## config.mk

```make
export PLATFORM = sky130hd
export DESIGN_NAME = add_simd_pipe_flat
export DESIGN_NICKNAME = d
export VERILOG_FILES = /design/src/rtl/add_simd_pipe_pkg.sv /design/src/rtl/add_simd_pipe_if.sv /design/src/rtl/add_simd_pipe_lane.sv /design/src/rtl/add_simd_pipe.sv /design/src/flat_wrapper.sv
export SDC_FILE = /design/constraint.sdc
export NUM_CORES = 1
export LEC_CHECK = 0
export BUFFER_PORTS_ARGS = -buffer_cell sky130_fd_sc_hd__buf_4
export CELL_PAD_IN_SITES_DETAIL_PLACEMENT = 0
export CELL_PAD_IN_SITES_GLOBAL_PLACEMENT = 2
export CORE_AREA = 2 2 189 191
export DETAILED_ROUTE_END_ITERATION = 16
export DIE_AREA = 0 0 191 193
export PLACE_DENSITY_LB_ADDON = 0.15
export SLEW_MARGIN = 10
export SYNTH_ARGS = -nofsm -noshare
export SYNTH_HDL_FRONTEND = slang
export SYNTH_SLANG_ARGS = --single-unit
```

## constraint.sdc

```tcl
create_clock -name clk -period 3.2 [get_ports clk]
set_input_delay 0.16 -clock clk [delete_from_list [all_inputs] [get_ports clk]]
set_output_delay 0.16 -clock clk [all_outputs]
set_load 0.02 [all_outputs]
```

## src/rtl/add_simd_pipe_pkg.sv

```systemverilog
// Shared types and defaults for the pipelined SIMD adder.
// Mode encoding travels with each beat through the pipeline.
package add_simd_pipe_pkg;

  typedef enum logic {
    MODE_FULL  = 1'b0,
    MODE_SPLIT = 1'b1
  } mode_e;

  localparam int DEF_LANES  = 4;
  localparam int DEF_LANE_W = 16;
  localparam bit DEF_SAT    = 1'b1;

endpackage

```

## src/rtl/add_simd_pipe_if.sv

```systemverilog
// Beat-level handshake and data bus of the SIMD adder.
// The master drives operands upstream and ready_in downstream; the slave is the adder.
interface add_simd_pipe_if #(
  parameter int LANES  = 4,
  parameter int LANE_W = 16
);

  logic                      valid_in;
  logic                      ready_out;
  logic                      mode_in;
  logic [LANES*LANE_W-1:0]   data_a_in;
  logic [LANES*LANE_W-1:0]   data_b_in;
  logic                      valid_out;
  logic                      ready_in;
  logic [LANES*LANE_W-1:0]   data_out;
  logic [2*LANES-1:0]        ovf_out;
  logic                      clr_ovf;

  modport master (
    output valid_in, mode_in, data_a_in, data_b_in, ready_in, clr_ovf,
    input  ready_out, valid_out, data_out, ovf_out
  );

  modport slave (
    input  valid_in, mode_in, data_a_in, data_b_in, ready_in, clr_ovf,
    output ready_out, valid_out, data_out, ovf_out
  );

endinterface

```

## src/rtl/add_simd_pipe_lane.sv

```systemverilog
// Combinational one-lane signed adder: full width, or two independent half-width sub-lanes.
// Overflow is detected one bit above the (sub-)lane width; SAT selects clamp versus wrap.
module add_simd_lane
  import add_simd_pipe_pkg::*;
#(
  parameter int LANE_W = 16,
  parameter bit SAT    = 1'b1
) (
  input  mode_e             mode_i,
  input  logic [LANE_W-1:0] a_i,
  input  logic [LANE_W-1:0] b_i,
  output logic [LANE_W-1:0] sum_o,
  output logic [1:0]        ovf_o
);

  localparam int H = LANE_W / 2;

  logic [LANE_W:0]   full_s;
  logic [H:0]        lo_s;
  logic [H:0]        hi_s;
  logic              full_ovf_s;
  logic              lo_ovf_s;
  logic              hi_ovf_s;
  logic [LANE_W-1:0] full_res_s;
  logic [H-1:0]      lo_res_s;
  logic [H-1:0]      hi_res_s;

  // Sign-extended sums; the split halves never see each other's carry.
  always_comb begin
    full_s     = {a_i[LANE_W-1], a_i} + {b_i[LANE_W-1], b_i};
    lo_s       = {a_i[H-1], a_i[H-1:0]} + {b_i[H-1], b_i[H-1:0]};
    hi_s       = {a_i[LANE_W-1], a_i[LANE_W-1:H]} + {b_i[LANE_W-1], b_i[LANE_W-1:H]};
    full_ovf_s = full_s[LANE_W] ^ full_s[LANE_W-1];
    lo_ovf_s   = lo_s[H] ^ lo_s[H-1];
    hi_ovf_s   = hi_s[H] ^ hi_s[H-1];

    if (SAT && full_ovf_s) begin
      full_res_s = full_s[LANE_W] ? {1'b1, {(LANE_W-1){1'b0}}} : {1'b0, {(LANE_W-1){1'b1}}};
    end else begin
      full_res_s = full_s[LANE_W-1:0];
    end

    if (SAT && lo_ovf_s) begin
      lo_res_s = lo_s[H] ? {1'b1, {(H-1){1'b0}}} : {1'b0, {(H-1){1'b1}}};
    end else begin
      lo_res_s = lo_s[H-1:0];
    end

    if (SAT && hi_ovf_s) begin
      hi_res_s = hi_s[H] ? {1'b1, {(H-1){1'b0}}} : {1'b0, {(H-1){1'b1}}};
    end else begin
      hi_res_s = hi_s[H-1:0];
    end
  end

  // Mode select: full lane reports only on bit 0.
  always_comb begin
    sum_o = full_res_s;
    ovf_o = {1'b0, full_ovf_s};
    case (mode_i)
      MODE_FULL: begin
        sum_o = full_res_s;
        ovf_o = {1'b0, full_ovf_s};
      end
      MODE_SPLIT: begin
        sum_o = {hi_res_s, lo_res_s};
        ovf_o = {hi_ovf_s, lo_ovf_s};
      end
      default: begin
        sum_o = full_res_s;
        ovf_o = {1'b0, full_ovf_s};
      end
    endcase
  end

endmodule

```

## src/rtl/add_simd_pipe.sv

```systemverilog
// Two-stage SIMD adder: S1 captures operands and mode, S2 registers the lane sums.
// A single enable stalls both stages while a result waits for the downstream stage.
module add_simd_pipe
  import add_simd_pipe_pkg::*;
#(
  parameter int LANES  = DEF_LANES,
  parameter int LANE_W = DEF_LANE_W,
  parameter bit SAT    = DEF_SAT
) (
  input logic           clk,
  input logic           rst_n,
  add_simd_pipe_if.slave bus
);

  localparam int DW = LANES * LANE_W;
  localparam int OW = 2 * LANES;

  logic          en_s;
  logic          s1_valid_q, s1_valid_d;
  mode_e         s1_mode_q,  s1_mode_d;
  logic [DW-1:0] s1_a_q,     s1_a_d;
  logic [DW-1:0] s1_b_q,     s1_b_d;
  logic          valid_out_q, valid_out_d;
  logic [DW-1:0] data_out_q,  data_out_d;
  logic [OW-1:0] ovf_q,       ovf_d;
  logic [DW-1:0] lane_sum_s;
  logic [OW-1:0] lane_ovf_s;
  logic [OW-1:0] ovf_set_s;

  assign en_s          = ~valid_out_q | bus.ready_in;
  assign bus.ready_out = en_s;
  assign bus.valid_out = valid_out_q;
  assign bus.data_out  = data_out_q;
  assign bus.ovf_out   = ovf_q;

  for (genvar i = 0; i < LANES; i++) begin : g_lane
    add_simd_lane #(
      .LANE_W (LANE_W),
      .SAT    (SAT)
    ) u_lane (
      .mode_i (s1_mode_q),
      .a_i    (s1_a_q[LANE_W*i +: LANE_W]),
      .b_i    (s1_b_q[LANE_W*i +: LANE_W]),
      .sum_o  (lane_sum_s[LANE_W*i +: LANE_W]),
      .ovf_o  (lane_ovf_s[2*i +: 2])
    );
  end

  // S1: capture operands with the beat; hold everything while stalled.
  always_comb begin
    s1_valid_d = s1_valid_q;
    s1_mode_d  = s1_mode_q;
    s1_a_d     = s1_a_q;
    s1_b_d     = s1_b_q;
    if (en_s) begin
      s1_valid_d = bus.valid_in;
      if (bus.valid_in) begin
        s1_mode_d = mode_e'(bus.mode_in);
        s1_a_d    = bus.data_a_in;
        s1_b_d    = bus.data_b_in;
      end else begin
        s1_mode_d = s1_mode_q;
        s1_a_d    = s1_a_q;
        s1_b_d    = s1_b_q;
      end
    end else begin
      s1_valid_d = s1_valid_q;
    end
  end

  // S2: register sums; a bubble passes as valid_out=0 and leaves data untouched.
  always_comb begin
    valid_out_d = valid_out_q;
    data_out_d  = data_out_q;
    if (en_s) begin
      valid_out_d = s1_valid_q;
      if (s1_valid_q) begin
        data_out_d = lane_sum_s;
      end else begin
        data_out_d = data_out_q;
      end
    end else begin
      valid_out_d = valid_out_q;
    end
  end

  // Sticky overflow: a fresh set survives a simultaneous clear.
  always_comb begin
    ovf_set_s = {OW{1'b0}};
    ovf_d     = ovf_q;
    if (en_s && s1_valid_q) begin
      ovf_set_s = lane_ovf_s;
    end else begin
      ovf_set_s = {OW{1'b0}};
    end
    if (bus.clr_ovf) begin
      ovf_d = ovf_set_s;
    end else begin
      ovf_d = ovf_q | ovf_set_s;
    end
  end

  // Pipeline and flag state.
  always_ff @(posedge clk or negedge rst_n) begin
    if (!rst_n) begin
      s1_valid_q  <= 1'b0;
      s1_mode_q   <= MODE_FULL;
      s1_a_q      <= {DW{1'b0}};
      s1_b_q      <= {DW{1'b0}};
      valid_out_q <= 1'b0;
      data_out_q  <= {DW{1'b0}};
      ovf_q       <= {OW{1'b0}};
    end else begin
      s1_valid_q  <= s1_valid_d;
      s1_mode_q   <= s1_mode_d;
      s1_a_q      <= s1_a_d;
      s1_b_q      <= s1_b_d;
      valid_out_q <= valid_out_d;
      data_out_q  <= data_out_d;
      ovf_q       <= ovf_d;
    end
  end

endmodule

```

## src/flat_wrapper.sv

```systemverilog
// flat-port wrapper written by rule: the top's interface ports become plain ports
module add_simd_pipe_flat import add_simd_pipe_pkg::*;
#(
  parameter int LANES  = DEF_LANES,
  parameter int LANE_W = DEF_LANE_W,
  parameter bit SAT    = DEF_SAT
)
  (clk, rst_n, bus_valid_in, bus_mode_in, bus_data_a_in, bus_data_b_in, bus_ready_in, bus_clr_ovf, bus_ready_out, bus_valid_out, bus_data_out, bus_ovf_out);
  add_simd_pipe_if #(.LANES(LANES), .LANE_W(LANE_W)) bus_i ();
  input logic clk;
  input logic rst_n;
  input wire logic [$bits(bus_i.valid_in)-1:0] bus_valid_in;
  input wire logic [$bits(bus_i.mode_in)-1:0] bus_mode_in;
  input wire logic [$bits(bus_i.data_a_in)-1:0] bus_data_a_in;
  input wire logic [$bits(bus_i.data_b_in)-1:0] bus_data_b_in;
  input wire logic [$bits(bus_i.ready_in)-1:0] bus_ready_in;
  input wire logic [$bits(bus_i.clr_ovf)-1:0] bus_clr_ovf;
  output wire logic [$bits(bus_i.ready_out)-1:0] bus_ready_out;
  output wire logic [$bits(bus_i.valid_out)-1:0] bus_valid_out;
  output wire logic [$bits(bus_i.data_out)-1:0] bus_data_out;
  output wire logic [$bits(bus_i.ovf_out)-1:0] bus_ovf_out;
  assign bus_i.valid_in = bus_valid_in;
  assign bus_i.mode_in = bus_mode_in;
  assign bus_i.data_a_in = bus_data_a_in;
  assign bus_i.data_b_in = bus_data_b_in;
  assign bus_i.ready_in = bus_ready_in;
  assign bus_i.clr_ovf = bus_clr_ovf;
  assign bus_ready_out = bus_i.ready_out;
  assign bus_valid_out = bus_i.valid_out;
  assign bus_data_out = bus_i.data_out;
  assign bus_ovf_out = bus_i.ovf_out;
  add_simd_pipe #(.LANES(LANES), .LANE_W(LANE_W), .SAT(SAT)) u_core (.clk(clk), .rst_n(rst_n), .bus(bus_i));
endmodule
```

==> results.py, run 1 <==
metrics = {
    "power": {
        "power_density_nw_per_um2": 822.7,
        "internal-power_mw": 8.215,
        "power.share.combinational_pct": 51.4,
        "netSwitchingFraction_pct": 40.46,
        "ir_drop_v": 0.0005077,
        "switchingPower_mw": 5.583,
        "p_leak_nw": 7.333,
        "p_clk_share_pct": 21.3,
        "power.sequential.fraction_pct": 27.4,
    },
    "clocking": {
        "cts-root-buf": "sky130_fd_sc_hd__clkbuf_16",
        "max-clock-path-buffers": 3,
        "clock_latency_ps": 550,
        "htree_num_levels": 1,
        "cts.sink_count": 203,
        "cts_inserted_buffers": 26,
        "clk_pin_slew_worst_paths_ps": 60,
        "tritoncts_clock_tree": "built",
    },
    "grt": {
        "global_route.overflow_total": 0,
        "initial_antenna_violation_count": 0,
        "grt.total_usage_pct": 19.15,
        "grt_pass1_wl_um": 56790,
        "grt_max_degree": 131,
        "grt_pass1_vias": 10706,
    },
    "floorplan": {
        "start_util_pct": 35.49,
        "die_w_um": 191,
        "pin_count": 208,
        "row_count": 69,
        "die_h_um": 193,
        "dieArea_sq_um": 36860,
        "core_area_sq_um": 34960,
    },
    "yosys": {
        "synth-adder-area-share_pct": 8.307,
        "synthDominantCellAreaShare_pct": 40.93,
        "synthesis.instances": 1219,
        "synth_sequential_area_ratio_pct": 40.93,
        "syn-cell-area_sq_um": 12410,
        "ys_top_cells_by_count": "sky130_fd_sc_hd__dfrtp_1, sky130_fd_sc_hd__mux2_2, sky130_fd_sc_hd__nor2_1",
        "post_synth_mux_area_share_pct": 12.04,
        "postSynthNetCount": 1425,
        "syn_avg_cell_area_sq_um": 10.18,
        "synth_most_common_cell": "sky130_fd_sc_hd__dfrtp_1",
        "share_of_the_synthesized_area_in_compound_gates_ao_oa_aoi_oai_pct": 20.18,
        "post_synth_main_area_contributors": "sky130_fd_sc_hd__dfrtp_1, sky130_fd_sc_hd__mux2_2, sky130_fd_sc_hd__ha_1, sky130_fd_sc_hd__nor2_1, sky130_fd_sc_hd__a21oi_1",
        "synth-warning-count": 0,
        "dominant_combinational_cell_family_by_area_after_synthesis": "compound AO/OA/AOI/OAI gates",
        "synth.ff_latch_count": 203,
        "asr_flop_ratio_synth_pct": 100.0,
        "post_synth_xor_area_fraction_pct": 3.881,
        "synth-edff-count": 0,
        "synth_cell_type_count": 86,
        "synth_simple_gate_area_share_pct": 11.15,
        "synth_top_cell_by_area": "sky130_fd_sc_hd__dfrtp_1",
        "dominantRegCellSynth": "sky130_fd_sc_hd__dfrtp_1",
    },
    "min_path": {
        "hold-path-cell-count": 3,
        "hold_class": "input pin to flip-flop",
    },
    "placed_design": {
        "place.detailed.hpwl_um": 25680,
        "io_port_bufs": 207,
        "place_congestion": 0.8236,
        "place_ws_ps": 165.9,
    },
    "timing": {
        "fin_crit_sh_pct": 93.41,
        "rsz0062_at_grt": "no",
        "clock_skew_ps": 13.72,
        "max_freq_mhz": 334.6,
        "count_of_endpoints_failing_hold_in_the_final_timing_report": 0,
        "setup_viol": 0,
        "final-max-slew-violation-count": 0,
        "worst_slack_ps": 211.0,
        "tightestPinTransition_ps": 881.6,
        "max_slew_margin_pct": 41.22,
        "final.setup.tns_ps": 0,
        "fin_crit_ps": 2989,
    },
    "finish": {
        "nNetsFinal": 1769,
        "area_growth_from_synthesis_to_final_layout_pct": 35.13,
        "drive_gt1_share_pct": 28.53,
        "num_antenna_cells": 0,
    },
    "status": {
        "status": "completed",
    },
    "setup_path": {
        "critical_path_required_ps": 3610,
        "timing.critical_path.arrival_ps": 3400,
        "ff2ff_path_depth": 10,
        "r2r_slack_ps": 210,
        "cp_max_fo": 9,
        "critPathCaptureType": "flip-flop",
        "critical_path.startpoint_type": "flip-flop",
        "critical_path_class": "flip-flop to flip-flop",
    },
    "route": {
        "remaining_drcs": 0,
        "post_drt_via_cell_ratio": 5.135,
        "drtAntennaViolNets": 0,
        "wl_per_cell_um": 17.32,
        "drt-total-wl_um": 35370,
        "detail_route.iter0.violations": 413,
        "dr.pass1.iters": 5,
        "vias": 10486,
    },
    "run": {
        "cap_viol_max_count": 0,
    },
}
==> final cells by class <==
| cell class | instances | area [sq um] |
|---|---|---|
| fill | 3361 | 18190 |
| multi-input combinational | 920 | 6919 |
| sequential | 203 | 5081 |
| timing repair buffer | 375 | 3187 |
| clock buffer | 41 | 818.3 |
| tap | 461 | 576.8 |
| inverter | 37 | 138.9 |
| clock inverter | 5 | 50.05 |
==> placed cells by master, fill, tap and decap left out, types with 26 or more instances in the layout <==
master and count:
sky130_fd_sc_hd__dlygate4sd3_1 131, sky130_fd_sc_hd__dfrtp_1 202, sky130_fd_sc_hd__mux2_2 130, sky130_fd_sc_hd__inv_1 37, sky130_fd_sc_hd__nand2_1 65, sky130_fd_sc_hd__a21o_1 26, sky130_fd_sc_hd__o21ai_0 61, sky130_fd_sc_hd__xnor2_1 33
sky130_fd_sc_hd__nor2_1 117, sky130_fd_sc_hd__ha_1 64, sky130_fd_sc_hd__clkbuf_16 27, sky130_fd_sc_hd__a21oi_1 79, sky130_fd_sc_hd__buf_4 240
==> final timing paths <==
check                                        start                 endpoint
min                                   bus_ready_in     u_core.bus.valid_out
max reg2reg                      u_core.s1_a_q[39]  u_core.bus.data_out[36]
min in group asynchronous                    rst_n        u_core.s1_a_q[57]
max in group asynchronous                    rst_n         u_core.s1_b_q[5]
max                              u_core.s1_a_q[39]  u_core.bus.data_out[36]
min reg2reg                u_core.bus.data_out[31]  u_core.bus.data_out[31]
==> critical path, cell delays in order, from the launching register on <==
cell and delay, ps:
sky130_fd_sc_hd__dfrtp_1 370, sky130_fd_sc_hd__ha_1 430, sky130_fd_sc_hd__and3_4 240, sky130_fd_sc_hd__a221oi_2 240, sky130_fd_sc_hd__a21boi_2 260, sky130_fd_sc_hd__mux2i_1 310
sky130_fd_sc_hd__a2111oi_4 80, sky130_fd_sc_hd__buf_4 200, sky130_fd_sc_hd__a31o_4 280, sky130_fd_sc_hd__a31oi_2 300, sky130_fd_sc_hd__o22ai_1 140
==> per-stage QoR <==
stage               power [mW]  hold WS [ps]  instances  util [%]  cell area (sq um)
floorplan                8.376        -135.6       1219         -              12410
global placement         10.83         311.8       1865     41.69              14580
detailed placement       10.81         313.0       1865     41.69              14580
CTS                      13.98         96.34       2042     47.92              16760
global route             14.84         129.7       2042     47.97              16770
finish                   13.80         111.2       2042     47.97              16770
==> layer usage <==
metal,share of wire (%),up-vias,track usage (%)
met4,2.0,0,4.144
li1,-,5165,-
met3,4.0,43,3.529
met2,48,176,32.80
met5,0,-,0
met1,46,5102,25.25
==> power by group through the flow <==
| stage | clock, mW | sequential [mW] | combinational, mW |
|---|---|---|---|
| after floorplan | 0 | 4.19 | 4.19 |
| after global placement | 0 | 3.82 | 7.01 |
| after detailed placement | 0 | 3.83 | 6.98 |
| after CTS | 3.04 | 3.80 | 7.14 |
| after global routing | 3.14 | 3.87 | 7.83 |
| final | 2.93 | 3.78 | 7.09 |
==> logic make-up (layout without fill, tap and decap cells) <==
logic type / count (synthesis) / count (layout)
xor+xnor: 55 / 55
buf+inv: 96 / 458
compound gates: 354 / 354
flops: 203 / 203
simple gates: 299 / 299
fa+ha+maj: 79 / 79
mux: 133 / 133
==> timing repair <==
action	4_1_cts	5_1_grt
hold buffers	131	0
gates resized for setup	0	3
setup buffers	0	0
endpoints found under the setup margin	0	10
endpoints found under the hold margin	224	0
==> flip-flops by register name, summed over array words and instances (netlist names) <==
name,count
u_core.s1_a_q,64
u_core.bus.valid_out,1
u_core.bus.data_out,64
u_core.s1_valid_q,1
u_core.s1_b_q,64
u_core.bus.ovf_out,8
u_core.s1_mode_q,1
Note: power is estimated with default switching activity, not from simulation.
==> inputs of run 2 (changes only) <==
- CORE_AREA: 2 2 189 191 -> 2 2 202 204
- DIE_AREA: 0 0 191 193 -> 0 0 204 206
- SYNTH_HIERARCHICAL: default -> 1
==> results.py, run 2 <==
metrics = {
    "finish": {
        "nNetsFinal": 1921,
        "final_design_area_no_fill_sq_um": 18920,
        "ff_latch_area_sq_um": 5081,
        "area_of_combinational_cells_with_multiple_inputs_sq_um": 9012,
        "layout.cells.most_common_list": "sky130_fd_sc_hd__buf_4, sky130_fd_sc_hd__dfrtp_1, sky130_fd_sc_hd__dlygate4sd3_1",
        "area_growth_from_synthesis_to_final_layout_pct": 26.98,
        "n_fill_cell": 3836,
        "drive_gt1_share_pct": 31.91,
        "most_common_cell_after_layout_fill_and_taps_aside": "sky130_fd_sc_hd__buf_4",
        "num_antenna_cells": 0,
    },
    "power": {
        "ir_drop_v": 0.0004273,
        "p_clk_share_pct": 17.4,
        "power_density_nw_per_um2": 840.2,
        "internal-power_mw": 9.290,
        "netSwitchingFraction_pct": 41.56,
        "switchingPower_mw": 6.607,
        "p_leak_nw": 8.482,
        "power.share.combinational_pct": 58.5,
        "power.sequential.fraction_pct": 24.1,
        "total_power_mw": 15.90,
    },
    "placed_design": {
        "placement.cell_area_sq_um": 16780,
        "io_port_bufs": 207,
        "place_congestion": 0.8013,
        "place_ws_ps": 108.2,
        "place.detailed.hpwl_um": 28490,
    },
    "setup_path": {
        "cp.depth": 9,
        "critPathCaptureType": "flip-flop",
        "critical_path.startpoint_type": "flip-flop",
        "critical_path.top_delay_family": "compound AO/OA/AOI/OAI gates",
        "critical-path-top-cell-by-count": "sky130_fd_sc_hd__o21ai_4",
        "cp-startpoint": "u_core/s1_a_q[56]",
        "cp_slowest_cell": "sky130_fd_sc_hd__fa_1",
        "r2r-end": "u_core/bus.data_out[48]",
        "cpPeakStageDelay_ps": 490,
        "timing.critical_path.arrival_ps": 3410,
        "crit_chain": "ha_1 -> fa_1 -> and2_4 -> o21ai_4 -> nand4_4 -> o21ai_4 -> a21oi_1 -> a32o_1 -> mux2_2",
        "r2r_slack_ps": 220,
        "critical_path_required_ps": 3640,
        "ff2ff_path_depth": 9,
        "critical_path_buf_inv_count": 0,
        "worst_r2r_startpoint": "u_core/s1_a_q[56]",
        "cp_max_fo": 19,
        "critical_path_class": "flip-flop to flip-flop",
        "timing.critical_path.to": "u_core/bus.data_out[48]",
    },
    "grt": {
        "initial_antenna_violation_count": 0,
        "global_route.overflow_total": 0,
        "grt_pass1_wl_um": 63180,
        "grt.total_usage_pct": 18.59,
        "grt_pass1_vias": 11683,
        "grt_max_degree": 78,
    },
    "floorplan": {
        "row_count": 74,
        "die_w_um": 204,
        "pin_count": 208,
        "start_util_pct": 37.08,
        "core_area_sq_um": 40180,
        "die_h_um": 206,
        "dieArea_sq_um": 42020,
    },
    "clocking": {
        "clk_pin_slew_worst_paths_ps": 50,
        "tritoncts_clock_tree": "built",
        "clock_latency_ps": 560,
        "max-clock-path-buffers": 3,
        "cts_inserted_buffers": 26,
        "cts-root-buf": "sky130_fd_sc_hd__clkbuf_16",
        "cts.sink_count": 203,
        "htree_num_levels": 1,
    },
    "yosys": {
        "synthesis.instances": 1397,
        "synth_most_common_cell": "sky130_fd_sc_hd__dfrtp_1",
        "synthDominantCellAreaShare_pct": 34.09,
        "dominantRegCellSynth": "sky130_fd_sc_hd__dfrtp_1",
        "synth-warning-count": 6,
        "syn-cell-area_sq_um": 14900,
        "postSynthNetCount": 1603,
        "synth-edff-count": 0,
        "synth_top_cell_by_area": "sky130_fd_sc_hd__dfrtp_1",
        "synth.ff_latch_count": 203,
        "syn_avg_cell_area_sq_um": 10.67,
        "synth_cell_type_count": 75,
        "asr_flop_ratio_synth_pct": 100.0,
        "synth_sequential_area_ratio_pct": 34.09,
        "post_synth_main_area_contributors": "sky130_fd_sc_hd__dfrtp_1, sky130_fd_sc_hd__mux2_4, sky130_fd_sc_hd__mux2_2, sky130_fd_sc_hd__ha_1, sky130_fd_sc_hd__a21oi_1",
        "ys_top_cells_by_count": "sky130_fd_sc_hd__dfrtp_1, sky130_fd_sc_hd__mux2_4, sky130_fd_sc_hd__a21oi_1",
    },
    "timing": {
        "rsz0062_at_grt": "no",
        "final.setup.tns_ps": 0,
        "max_slew_margin_pct": 60.57,
        "max_freq_mhz": 335.9,
        "fin_crit_sh_pct": 93.03,
        "final-max-slew-violation-count": 0,
        "count_of_endpoints_failing_hold_in_the_final_timing_report": 0,
        "fin_worst_hold_slack_ps": 141.1,
        "clock_skew_ps": 20.44,
        "tightestPinTransition_ps": 591.4,
        "fin_crit_ps": 2977,
        "worst_slack_ps": 223.0,
        "setup_viol": 0,
    },
    "min_path": {
        "hold_class": "input pin to async pin",
    },
    "route": {
        "drt-total-wl_um": 39190,
        "dr.pass1.iters": 4,
        "drtAntennaViolNets": 0,
        "post_drt_via_cell_ratio": 5.096,
        "wl_per_cell_um": 17.32,
        "detail_route.iter0.violations": 450,
        "vias": 11528,
        "remaining_drcs": 0,
    },
    "status": {
        "status": "completed",
    },
    "run": {
        "cap_viol_max_count": 0,
    },
}
## run 2: cell count changes after synthesis, moves of 16 or more
cell	before	now
sky130_fd_sc_hd__mux2i_1	3	37
sky130_fd_sc_hd__mux2_4	0	99
sky130_fd_sc_hd__maj3_1	7	45
sky130_fd_sc_hd__clkbuf_1	41	10
sky130_fd_sc_hd__nor2_1	117	76
sky130_fd_sc_hd__a21oi_1	80	96
sky130_fd_sc_hd__buf_6	1	17
sky130_fd_sc_hd__mux2_2	130	94
sky130_fd_sc_hd__buf_2	11	33
## run 2: layout make-up
cell class | count | area share (%)
repair buffers | 378 | 17.15
clock buffers | 40 | 4.093
clock inverters | 3 | 0.07935
well taps | 532 | 3.518
multi-input cells | 1072 | 47.63
flip-flops and latches | 203 | 26.85
inverters | 34 | 0.6745
## run 2: through the flow
stage	utilization [%]	std cells
5_1_grt	47.09	2262
3_3_place_gp	41.77	2084
3_5_place_dp	41.77	2084
6_report	47.09	2262
4_1_cts	46.97	2257
2_1_floorplan	-	1397
## run 2: worst register-to-register path: cells and delay by family, from the launching register on
kind,cells,cell delay (ps)
mux,1,250
flops,1,380
fa+ha+maj,2,750
simple gates,2,340
compound gates,4,1140
## run 2: timing repair
item / 4_1_cts / 5_1_grt
endpoints found under the hold margin: 180 / 0
resized for setup: 0 / 2
hold buffers: 130 / 0
endpoints found under the setup margin: 0 / 7
setup buffers: 0 / 5
## run 2: power groups by stage
stage                     clock network [mW]  registers (mW)  logic [mW]
after floorplan                            0            4.25        6.33
after CTS                               2.89            3.84        9.37
after global routing                    2.97            3.92        10.3
final                                   2.76            3.83        9.31
after detailed placement                   0            3.88        9.20
after global placement                     0            3.86        9.17
## run 2: layer usage
metal  up-vias  wire length (um)  track usage, %
met3        40              1570           3.406
li1       5742                 -               -
met2       175             18120           30.61
met5         -                 0               0
met1      5571             18740           25.49
met4         0               757           3.986
## run 2: cells by family (layout without fill, tap and decap cells)
logic type	Yosys count	in the layout	share of synthesized area, %
multiplexers	230	230	19.57
XOR/XNOR	69	69	4.157
adder cells (fa/ha/maj)	118	118	9.547
AO/OA/AOI/OAI	375	375	17.51
buffers and inverters	122	455	5.567
AND/OR/NAND/NOR	280	280	9.564
flip-flops	203	203	34.09
## run 2: how the worst min path moves through the flow
stage                             end  depth (start not counted)
2_1_floorplan  u_core/bus.data_out[0]                          0
3_5_place_dp        u_core/s1_a_q[19]                          1
3_3_place_gp        u_core/s1_a_q[19]                          1
5_1_grt          u_core/bus.valid_out                          3
4_1_cts             u_core/s1_a_q[19]                          2
6_report            u_core/s1_a_q[19]                          2
